File: src/rtl/spart_pkg.sv
// Shared definitions for the SPART receiver and transmitter: FSM encoding,
// oversampling ratio and derived counter widths/limits.
package spart_pkg;

    typedef enum logic [1:0] {
        IDLE  = 2'd0,
        START = 2'd1,
        DATA  = 2'd2,
        STOP  = 2'd3
    } spart_state_e;

    localparam int OVERSAMPLE = 16;
    localparam int SAMPLE_MID = 7;
    localparam int DATA_BITS  = 8;

    localparam int TICK_W = $clog2(OVERSAMPLE);
    localparam int BIT_W  = $clog2(DATA_BITS);

    localparam logic [TICK_W-1:0] TICK_MID  = TICK_W'(SAMPLE_MID);
    localparam logic [TICK_W-1:0] TICK_LAST = TICK_W'(OVERSAMPLE - 1);
    localparam logic [BIT_W-1:0]  BIT_LAST  = BIT_W'(DATA_BITS - 1);

endpackage

File: src/rtl/spart_rx_if.sv
// Host-side signal bundle of the SPART receiver: baud enable, serial line,
// read strobe and the registered status/data returned to the host.
interface spart_rx_if;
    import spart_pkg::*;

    logic                 baud;
    logic                 rxd;
    logic                 rd_ack;
    logic [DATA_BITS-1:0] rx_data;
    logic                 rda;
    logic                 frame_err;
    logic                 overrun;

    modport master (
        output baud, rxd, rd_ack,
        input  rx_data, rda, frame_err, overrun
    );

    modport slave (
        input  baud, rxd, rd_ack,
        output rx_data, rda, frame_err, overrun
    );
endinterface

File: src/rtl/spart_sync2.sv
// Two-flop synchronizer for a single asynchronous input; both stages reset to
// RST_VAL so the synchronized output never glitches out of reset.
module spart_sync2 #(
    parameter logic RST_VAL = 1'b1
) (
    input  logic clk,
    input  logic rst_n,
    input  logic d,
    output logic q
);

    logic meta_q, meta_d;
    logic sync_q, sync_d;

    always_comb begin
        meta_d = d;
        sync_d = meta_q;
    end

    // NOTE: flops take non-blocking assignments so every stage samples the
    // value from before the edge; blocking here would collapse the chain.
    always_ff @(posedge clk or negedge rst_n) begin
        if (!rst_n) begin
            meta_q <= RST_VAL;
            sync_q <= RST_VAL;
        end else begin
            meta_q <= meta_d;
            sync_q <= sync_d;
        end
    end

    assign q = sync_q;

endmodule

File: src/rtl/spart_rx.sv
// SPART receiver: 16x oversampled 8N1 deserializer with start-bit validation,
// framing-error and overrun status, and a one-strobe host acknowledge.
module spart_rx
    import spart_pkg::*;
(
    input  logic                 clk,
    input  logic                 rst_n,
    input  logic                 baud,
    input  logic                 rxd,
    input  logic                 rd_ack,
    output logic [DATA_BITS-1:0] rx_data,
    output logic                 rda,
    output logic                 frame_err,
    output logic                 overrun
);

    spart_rx_if host ();

    assign host.baud   = baud;
    assign host.rxd    = rxd;
    assign host.rd_ack = rd_ack;
    assign rx_data     = host.rx_data;
    assign rda         = host.rda;
    assign frame_err   = host.frame_err;
    assign overrun     = host.overrun;

    logic rxd_s;

    spart_sync2 #(.RST_VAL(1'b1)) u_rxd_sync (
        .clk   (clk),
        .rst_n (rst_n),
        .d     (host.rxd),
        .q     (rxd_s)
    );

    spart_state_e         state_q, state_d;
    logic [TICK_W-1:0]    tick_q, tick_d;
    logic [BIT_W-1:0]     bit_q, bit_d;
    logic [DATA_BITS-1:0] shift_q, shift_d;
    logic [DATA_BITS-1:0] rx_data_q, rx_data_d;
    logic                 rxd_prev_q, rxd_prev_d;
    logic                 rda_q, rda_d;
    logic                 frame_err_q, frame_err_d;
    logic                 overrun_q, overrun_d;

    logic fall_edge;
    logic mid_hit;
    logic last_hit;
    logic byte_done;

    assign fall_edge = rxd_prev_q & ~rxd_s;
    assign mid_hit   = host.baud && (tick_q == TICK_MID);
    assign last_hit  = host.baud && (tick_q == TICK_LAST);

    always_ff @(posedge clk or negedge rst_n) begin
        if (!rst_n) begin
            state_q <= IDLE;
        end else begin
            state_q <= state_d;
        end
    end

    // NOTE: state_d defaults to the current state before the case so every
    // path assigns it and no latch is inferred.
    always_comb begin
        state_d = state_q;
        unique case (state_q)
            IDLE:  if (fall_edge) state_d = START;
            START: if (mid_hit)   state_d = rxd_s ? IDLE : DATA;
            DATA:  if (last_hit && (bit_q == BIT_LAST)) state_d = STOP;
            STOP:  if (last_hit)  state_d = IDLE;
            default:              state_d = IDLE;
        endcase
    end

    always_comb begin
        tick_d    = tick_q;
        bit_d     = bit_q;
        shift_d   = shift_q;
        byte_done = 1'b0;
        unique case (state_q)
            IDLE: begin
                if (fall_edge) tick_d = '0;
            end
            START: begin
                if (mid_hit && !rxd_s) begin
                    tick_d = '0;
                    bit_d  = '0;
                end else if (host.baud) begin
                    tick_d = tick_q + TICK_W'(1);
                end
            end
            DATA: begin
                if (host.baud) tick_d = tick_q + TICK_W'(1);
                // LSB arrives first, so each new bit enters at the top.
                if (last_hit) begin
                    shift_d = {rxd_s, shift_q[DATA_BITS-1:1]};
                    bit_d   = bit_q + BIT_W'(1);
                end
            end
            STOP: begin
                if (host.baud) tick_d = tick_q + TICK_W'(1);
                byte_done = last_hit;
            end
            default: begin
                tick_d = '0;
            end
        endcase

        rxd_prev_d  = rxd_s;
        rx_data_d   = byte_done ? shift_q : rx_data_q;
        // A completing byte outranks a same-cycle acknowledge.
        rda_d       = byte_done | (rda_q & ~host.rd_ack);
        frame_err_d = byte_done ? ~rxd_s : (frame_err_q & ~host.rd_ack);
        overrun_d   = byte_done ? (rda_q & ~host.rd_ack)
                                : (overrun_q & ~host.rd_ack);
    end

    always_ff @(posedge clk or negedge rst_n) begin
        if (!rst_n) begin
            tick_q      <= '0;
            bit_q       <= '0;
            shift_q     <= '0;
            rx_data_q   <= '0;
            rxd_prev_q  <= 1'b1;
            rda_q       <= 1'b0;
            frame_err_q <= 1'b0;
            overrun_q   <= 1'b0;
        end else begin
            tick_q      <= tick_d;
            bit_q       <= bit_d;
            shift_q     <= shift_d;
            rx_data_q   <= rx_data_d;
            rxd_prev_q  <= rxd_prev_d;
            rda_q       <= rda_d;
            frame_err_q <= frame_err_d;
            overrun_q   <= overrun_d;
        end
    end

    assign host.rx_data   = rx_data_q;
    assign host.rda       = rda_q;
    assign host.frame_err = frame_err_q;
    assign host.overrun   = overrun_q;

endmodule

File: config.mk
export PLATFORM = sky130hd
export DESIGN_NAME = spart_rx
export DESIGN_NICKNAME = d
export VERILOG_FILES = /design/src/rtl/spart_pkg.sv /design/src/rtl/spart_rx_if.sv /design/src/rtl/spart_sync2.sv /design/src/rtl/spart_rx.sv
export SDC_FILE = /design/constraint.sdc
export NUM_CORES = 1
export LEC_CHECK = 0
export ABC_CLOCK_PERIOD_IN_PS = 2100
export BUFFER_PORTS_ARGS = -buffer_cell sky130_fd_sc_hd__buf_2
export CORE_UTILIZATION = 50
export DETAILED_ROUTE_END_ITERATION = 7
export GPL_TIMING_DRIVEN = 0
export PLACE_DENSITY = 0.7
export SLEW_MARGIN = 20
export SYNTH_ARGS = -nofsm -noshare
export SYNTH_HDL_FRONTEND = slang
export SYNTH_SLANG_ARGS = --single-unit
File: constraint.sdc
create_clock -name clk -period 2.1 [get_ports clk]
set_clock_uncertainty 0.2 [all_clocks]
set_input_delay 0.315 -clock clk [delete_from_list [all_inputs] [get_ports clk]]
set_output_delay 0.315 -clock clk [all_outputs]
set_load 0.01 [all_outputs]
# After elaboration in Yosys (flattened, before gate mapping)
# Cells that the tools add are included.
dict set report totals {
  ff_bits 31
  in_bits 5
  output_inout_bits 11
  wordCells 59
}
dict set report op_classes {
  n_addsub 2
  eq_ne 12
  muxes 16
  n_bitwise 7
  n_reduce_logical 11
}
# cell count
set op_table {}
lappend op_table {{$mux 4} 3}
lappend op_table {{$ne 2x2->1 const B} 6}
lappend op_table {{$pmux 4 s3} 1}
lappend op_table {{$mux 2} 5}
lappend op_table {{$pmux 2 s4} 1}
lappend op_table {{$mux 3} 2}
lappend op_table {{$pmux 3 s2} 1}
lappend op_table {{$add 4x1->4 const B} 1}
lappend op_table {{$and 1x1->1} 4}
lappend op_table {{$eq 2x2->1 const B} 2}
lappend op_table {{$eq 4x3->1 const B} 1}
lappend op_table {{$eq 4x4->1 const B} 1}
lappend op_table {{$logic_and 1x1->1} 4}
lappend op_table {{$reduce_and 4->1} 1}
lappend op_table {{$add 3x1->3 const B} 1}
lappend op_table {{$eq 3x3->1 const B} 1}
lappend op_table {{$mux 1} 3}
lappend op_table {{$reduce_and 3->1} 1}
lappend op_table {{$eq 2x1->1 const B} 1}
lappend op_table {{$logic_not 2->1} 1}
lappend op_table {{$not 1->1} 2}
lappend op_table {{$reduce_and 2->1} 1}
lappend op_table {{$reduce_bool 2->1} 1}
lappend op_table {{$reduce_or 2->1} 1}
lappend op_table {{other kinds (2)} 2}

# Depth between registers and ports, before layout
dict set report depth {
  word_depth 5
  mapped_depth 6
  depth_no_buf 6
}

# Hierarchy
# Synthesis repeated with hierarchy kept, for this count alone.
dict set report unflattened {
  hier_cells 110
  hier_area_um2 1436.4
}
# mod instances cells_each area_per_inst_um2 seq_area_each_um2
set by_module_without_submodules {}
lappend by_module_without_submodules {spart_rx 1 108 1383.8 726.9}
lappend by_module_without_submodules {spart_sync2 1 2 52.6 52.6}

# Least setup slack after synthesis
# OpenSTA, ideal clock, no wires.
dict set report synth_path {
  path_kind {reg-to-reg}
  startpoint {reg tick_q[0]}
  endpoint {reg rx_data_q[1], in the netlist rx_data[1]}
  setup_ps 125
  t_arrival_ps 1350
  t_required_ps 1775
  setup_slack_ps 425
  path_stages_with_launch 6
  n_path_buf 1
  synth_period_minus_slack_ps 1675
  cell_sequence {dfrtp_1 ha_1 and4_4 nand2_4 buf_6 mux2_4}
}
dict set report synth_via {
  elab_chain_cells 3
}
# element line_no
set synth_lines {}
lappend synth_lines {{from (decl)} spart_rx.sv:37} ;# logic [TICK_W-1:0] tick_q, tick_d;
lappend synth_lines {{from (signal assigned)} spart_rx.sv:130} ;# tick_q <= tick_d;
lappend synth_lines {{$eq 4x4->1} spart_rx.sv:53} ;# assign last_hit = host.baud && (tick_q == TICK_LAST);
lappend synth_lines {{$logic_and 1x1->1} spart_rx.sv:53}
lappend synth_lines {{$mux 1} spart_rx.sv:81} ;# unique case (state_q)
lappend synth_lines {{to (signal assigned)} spart_rx.sv:133} ;# rx_data_q <= rx_data_d;
lappend synth_lines {{to (decl)} spart_rx.sv:40} ;# logic [DATA_BITS-1:0] rx_data_q, rx_data_d;
# No other way between the ends.
# A chain may end at the register's enable or synchronous reset.

# Final worst setup path
dict set report layout_path {
  startpoint {reg state_q[0]}
  endpoint {reg tick_q[2]}
}
dict set report layout_via {
  elab_chain_cells 3
  word_cells_on_any_way 7
  classes_between {eq/ne: 4; mux: 1; reduce/logical: 2}
}
# element line_no
set layout_lines {}
lappend layout_lines {{from (decl)} spart_rx.sv:36} ;# spart_state_e state_q, state_d;
lappend layout_lines {{from (signal assigned)} spart_rx.sv:59} ;# state_q <= state_d;
lappend layout_lines {{$eq 2x2->1} spart_rx.sv:81}
lappend layout_lines {{$reduce_or 2->1 (no source line)} -}
lappend layout_lines {{$pmux 4 s3} spart_rx.sv:81}
# Several ways; a longest one is shown, not always the timed one.

==> results.json <==
{
  "routedLengthMet1_mm": 1.12,
  "cts_root_buffer": "clkbuf_4",
  "grt_max_degree": 32,
  "dr.pass1.iters": 4,
  "routed.top_layer": "met4",
  "synthTopCellsByArea": "dfrtp_1 (49%), mux2_2 (7.9%), ha_1 (7.0%)",
  "grt_pass1_vias": 966,
  "cap_violations": 0,
  "cp_max_fo": 9,
  "ctsHoldBuffers": 3,
  "io_pins": 16,
  "syn_nets": 124,
  "numPortBuffers": 15,
  "power_density_nw_per_um2": 853,
  "slew_headroom_pct": 55.2,
  "synth.largest_area_cell": "dfrtp_1",
  "cts_sinks": 31,
  "r2r.worst_path.cells": 6,
  "drive_gt1_share_pct": 33.6,
  "crit_chain": "inv_1 > ha_1 > clkbuf_1 > nor4_1 > o31a_1 > nor2_1",
  "r2r-end": "tick_q[2]",
  "hold_path.class": "flop to flop",
  "die-area_um2": 3090,
  "cts_setup_buffers": 0,
  "gp_congestion": 0.848,
  "r2r_slack_ns": 0.16,
  "synth_area_per_cell_um2": 12.9,
  "synthesis.area_um2": 1430,
  "nNetsFinal": 149,
  "final_common_cell": "dfrtp_1",
  "finalHoldViolations": 0,
  "start_util_pct": 52.4,
  "wl_met3_um": 71,
  "min_from": "u_rxd_sync.meta_q",
  "path_clk_slew_ns": 0.10,
  "post_dp_cell_area_um2": 1550,
  "ant_nets": 0,
  "yosys_warnings": 0,
  "yosysUniqueCellTypes": 31,
  "rows": 19,
  "cts_tree": "yes",
  "ys_ff_latch": 31,
  "dieWidth_um": 55.6,
  "post-route-drc-count": 0,
  "drt_iter0_markers": 13,
  "rsz0062_at_grt": "no",
  "r2r-start": "state_q[0]",
  "overflow": 0,
  "viasPerCell": 5.44,
  "grt_first_pass_wirelength_mm": 4.31,
  "fin_crit_ns": 1.94,
  "endpoint_kind": "flop",
  "clock.fmax_mhz": 516,
  "die_h_um": 55.6,
  "ir_drop_mv": 0.513,
  "criticalPathCategory": "flop to flop",
  "drv_slew": 0,
  "crit_path_start_kind": "flop",
  "finalSetupViolations": 0,
  "cp.required_ns": 2.12,
  "drt_wl_total_mm": 2.37,
  "cts_buffers": 5,
  "fin_util_pct": 60.4,
  "p_leak_nw": 0.859,
  "hpwl_mm": 1.71,
  "grt_usage_pct": 18.2,
  "syn_to_final_growth_pct": 15.1,
  "crit_path_max_incr_delay_ns": 0.42,
  "cp.buffers_inverters": 2,
  "cp_top_family": "flip-flops",
  "syn-instance-count": 111,
  "holdPathStages": 0,
  "fin_area_um2": 1650,
  "worstHoldEndpoint": "u_rxd_sync.q",
  "tightestPinTransition_ns": 0.672,
  "antenna_found_initial": 0,
  "layout_common_cells": "dfrtp_1 (28), buf_2 (15), mux2_2 (10), ha_1 (8), mux2_4 (6)",
  "setup_tns_ns": 0,
  "clkLatencyLatePin_ns": 0.33,
  "clock_path_buffers": 2,
  "wl_met2_mm": 1.15,
  "crit_slowest_cell": "dfrtp_1",
  "post_drt_wl_per_cell_um": 14.1,
  "num_vias": 914,
  "antenna_cells": 0,
  "arrival_ns": 1.96,
  "synth.top_cell.area_share_pct": 48.9,
  "htreeDepth": 2,
  "core_area_um2": 2730,
  "status": "completed",
  "cts-resized-gates": 0,
  "post-route-period-util_pct": 92.3,
  "synth.yosys.seq_area_share_pct": 54.4
}
## synthesized netlist by cell type
| cell | instances |
|---|---|
| a211oi_1 | 2 |
| a21oi_1 | 4 |
| a22o_1 | 4 |
| a22oi_1 | 1 |
| a41oi_1 | 1 |
| and2_1 | 1 |
| and4_4 | 1 |
| buf_6 | 1 |
| clkbuf_1 | 1 |
| dfrtp_1 | 28 |
| dfstp_2 | 3 |
| ha_1 | 8 |
| inv_1 | 5 |
| mux2_2 | 10 |
| mux2_4 | 6 |
| mux2i_1 | 3 |
| nand2_1 | 5 |
| nand2_2 | 1 |
| nand2_4 | 1 |
| nand2b_1 | 2 |
| nand3_1 | 3 |
| nand3b_1 | 1 |
| nand4_1 | 1 |
| nand4b_1 | 1 |
| nor2_1 | 5 |
| nor3_1 | 2 |
| nor4_1 | 1 |
| o211ai_1 | 1 |
| o21ai_0 | 4 |
| o31a_1 | 1 |
| xnor2_1 | 3 |
## area by class of cell
| cell class | instances | area, um^2 |
|---|---|---|
| multi-input combinational | 73 | 621 |
| timing repair buffer | 18 | 105 |
| inverter | 5 | 18.8 |
| fill | 223 | 1080 |
| tap | 31 | 38.8 |
| buffer | 2 | 15.0 |
| clock buffer | 7 | 65.1 |
| clock inverter | 1 | 7.51 |
| sequential | 31 | 779 |
## how the worst max path moves through the flow
| stage | from | endpoint | slack, ns | cells past startpoint |
|---|---|---|---|---|
| after floorplan | tick_q[0] | rx_data[1] | 0.42 | 5 |
| after global placement | state_q[0] | shift_q[6] | 0.23 | 5 |
| after detailed placement | state_q[0] | tick_q[1] | 0.18 | 6 |
| after CTS | state_q[0] | tick_q[1] | 0.17 | 6 |
| after global routing | state_q[0] | tick_q[2] | 0.02 | 6 |
| final | state_q[0] | tick_q[2] | 0.16 | 6 |
## state kept, by name, summed over array words and instances (netlist names), named ones only
name,cells
rda,1
rx_data,8
frame_err,1
tick_q,4
u_rxd_sync.meta_q,1
u_rxd_sync.q,1
bit_q,3
state_q,1
shift_q,8
rxd_prev_q,1
overrun,1
## worst register-to-register path, cell delays in order (launching register included)
cell      delay, ns
dfrtp_1        0.42
inv_1          0.11
ha_1           0.21
clkbuf_1       0.21
nor4_1         0.35
o31a_1         0.26
nor2_1         0.07
## where the power goes
part	total [mW]	leakage (nW)	switching, mW	internal, mW
Combinational	0.338	0.402	0.204	0.134
Sequential	0.672	0.419	0.0358	0.636
Clock	0.398	0.0375	0.202	0.196
Total	1.41	0.859	0.442	0.966
## metrics by stage
stage / hold WS (ns) / std cells / setup slack, ns / total power [mW]
floorplan: -0.181 / 111 / 0.425 / 0.931
global placement: 0.147 / 157 / 0.229 / 1.00
detailed placement: 0.149 / 157 / 0.183 / 1.02
CTS: 0.163 / 168 / 0.170 / 1.42
global route: 0.170 / 168 / 0.0152 / 1.51
finish: 0.161 / 168 / 0.161 / 1.41
## kinds of logic (layout without fill, tap and decap cells)
logic type                 Yosys count  in the layout  synth area share [%]
DFF                                 31             31                  54.4
AOI/OAI and AO/OA                   18             18                  8.55
and+or+nand+nor                     25             25                  9.69
adders and majority gates            8              8                  6.98
muxes                               19             19                  16.2
xor gates and xnor gates             3              3                  1.83
buffers and inverters                7             33                  2.36
## routing by layer
metal | global-route usage (%) | vias up
met1 | 24.3 | 448
met2 | 28.2 | 14
met3 | 4.92 | 5
li1 | - | 447
met4 | 7.50 | 0
met5 | 0 | -
Power figures use the tool's default switching activity.
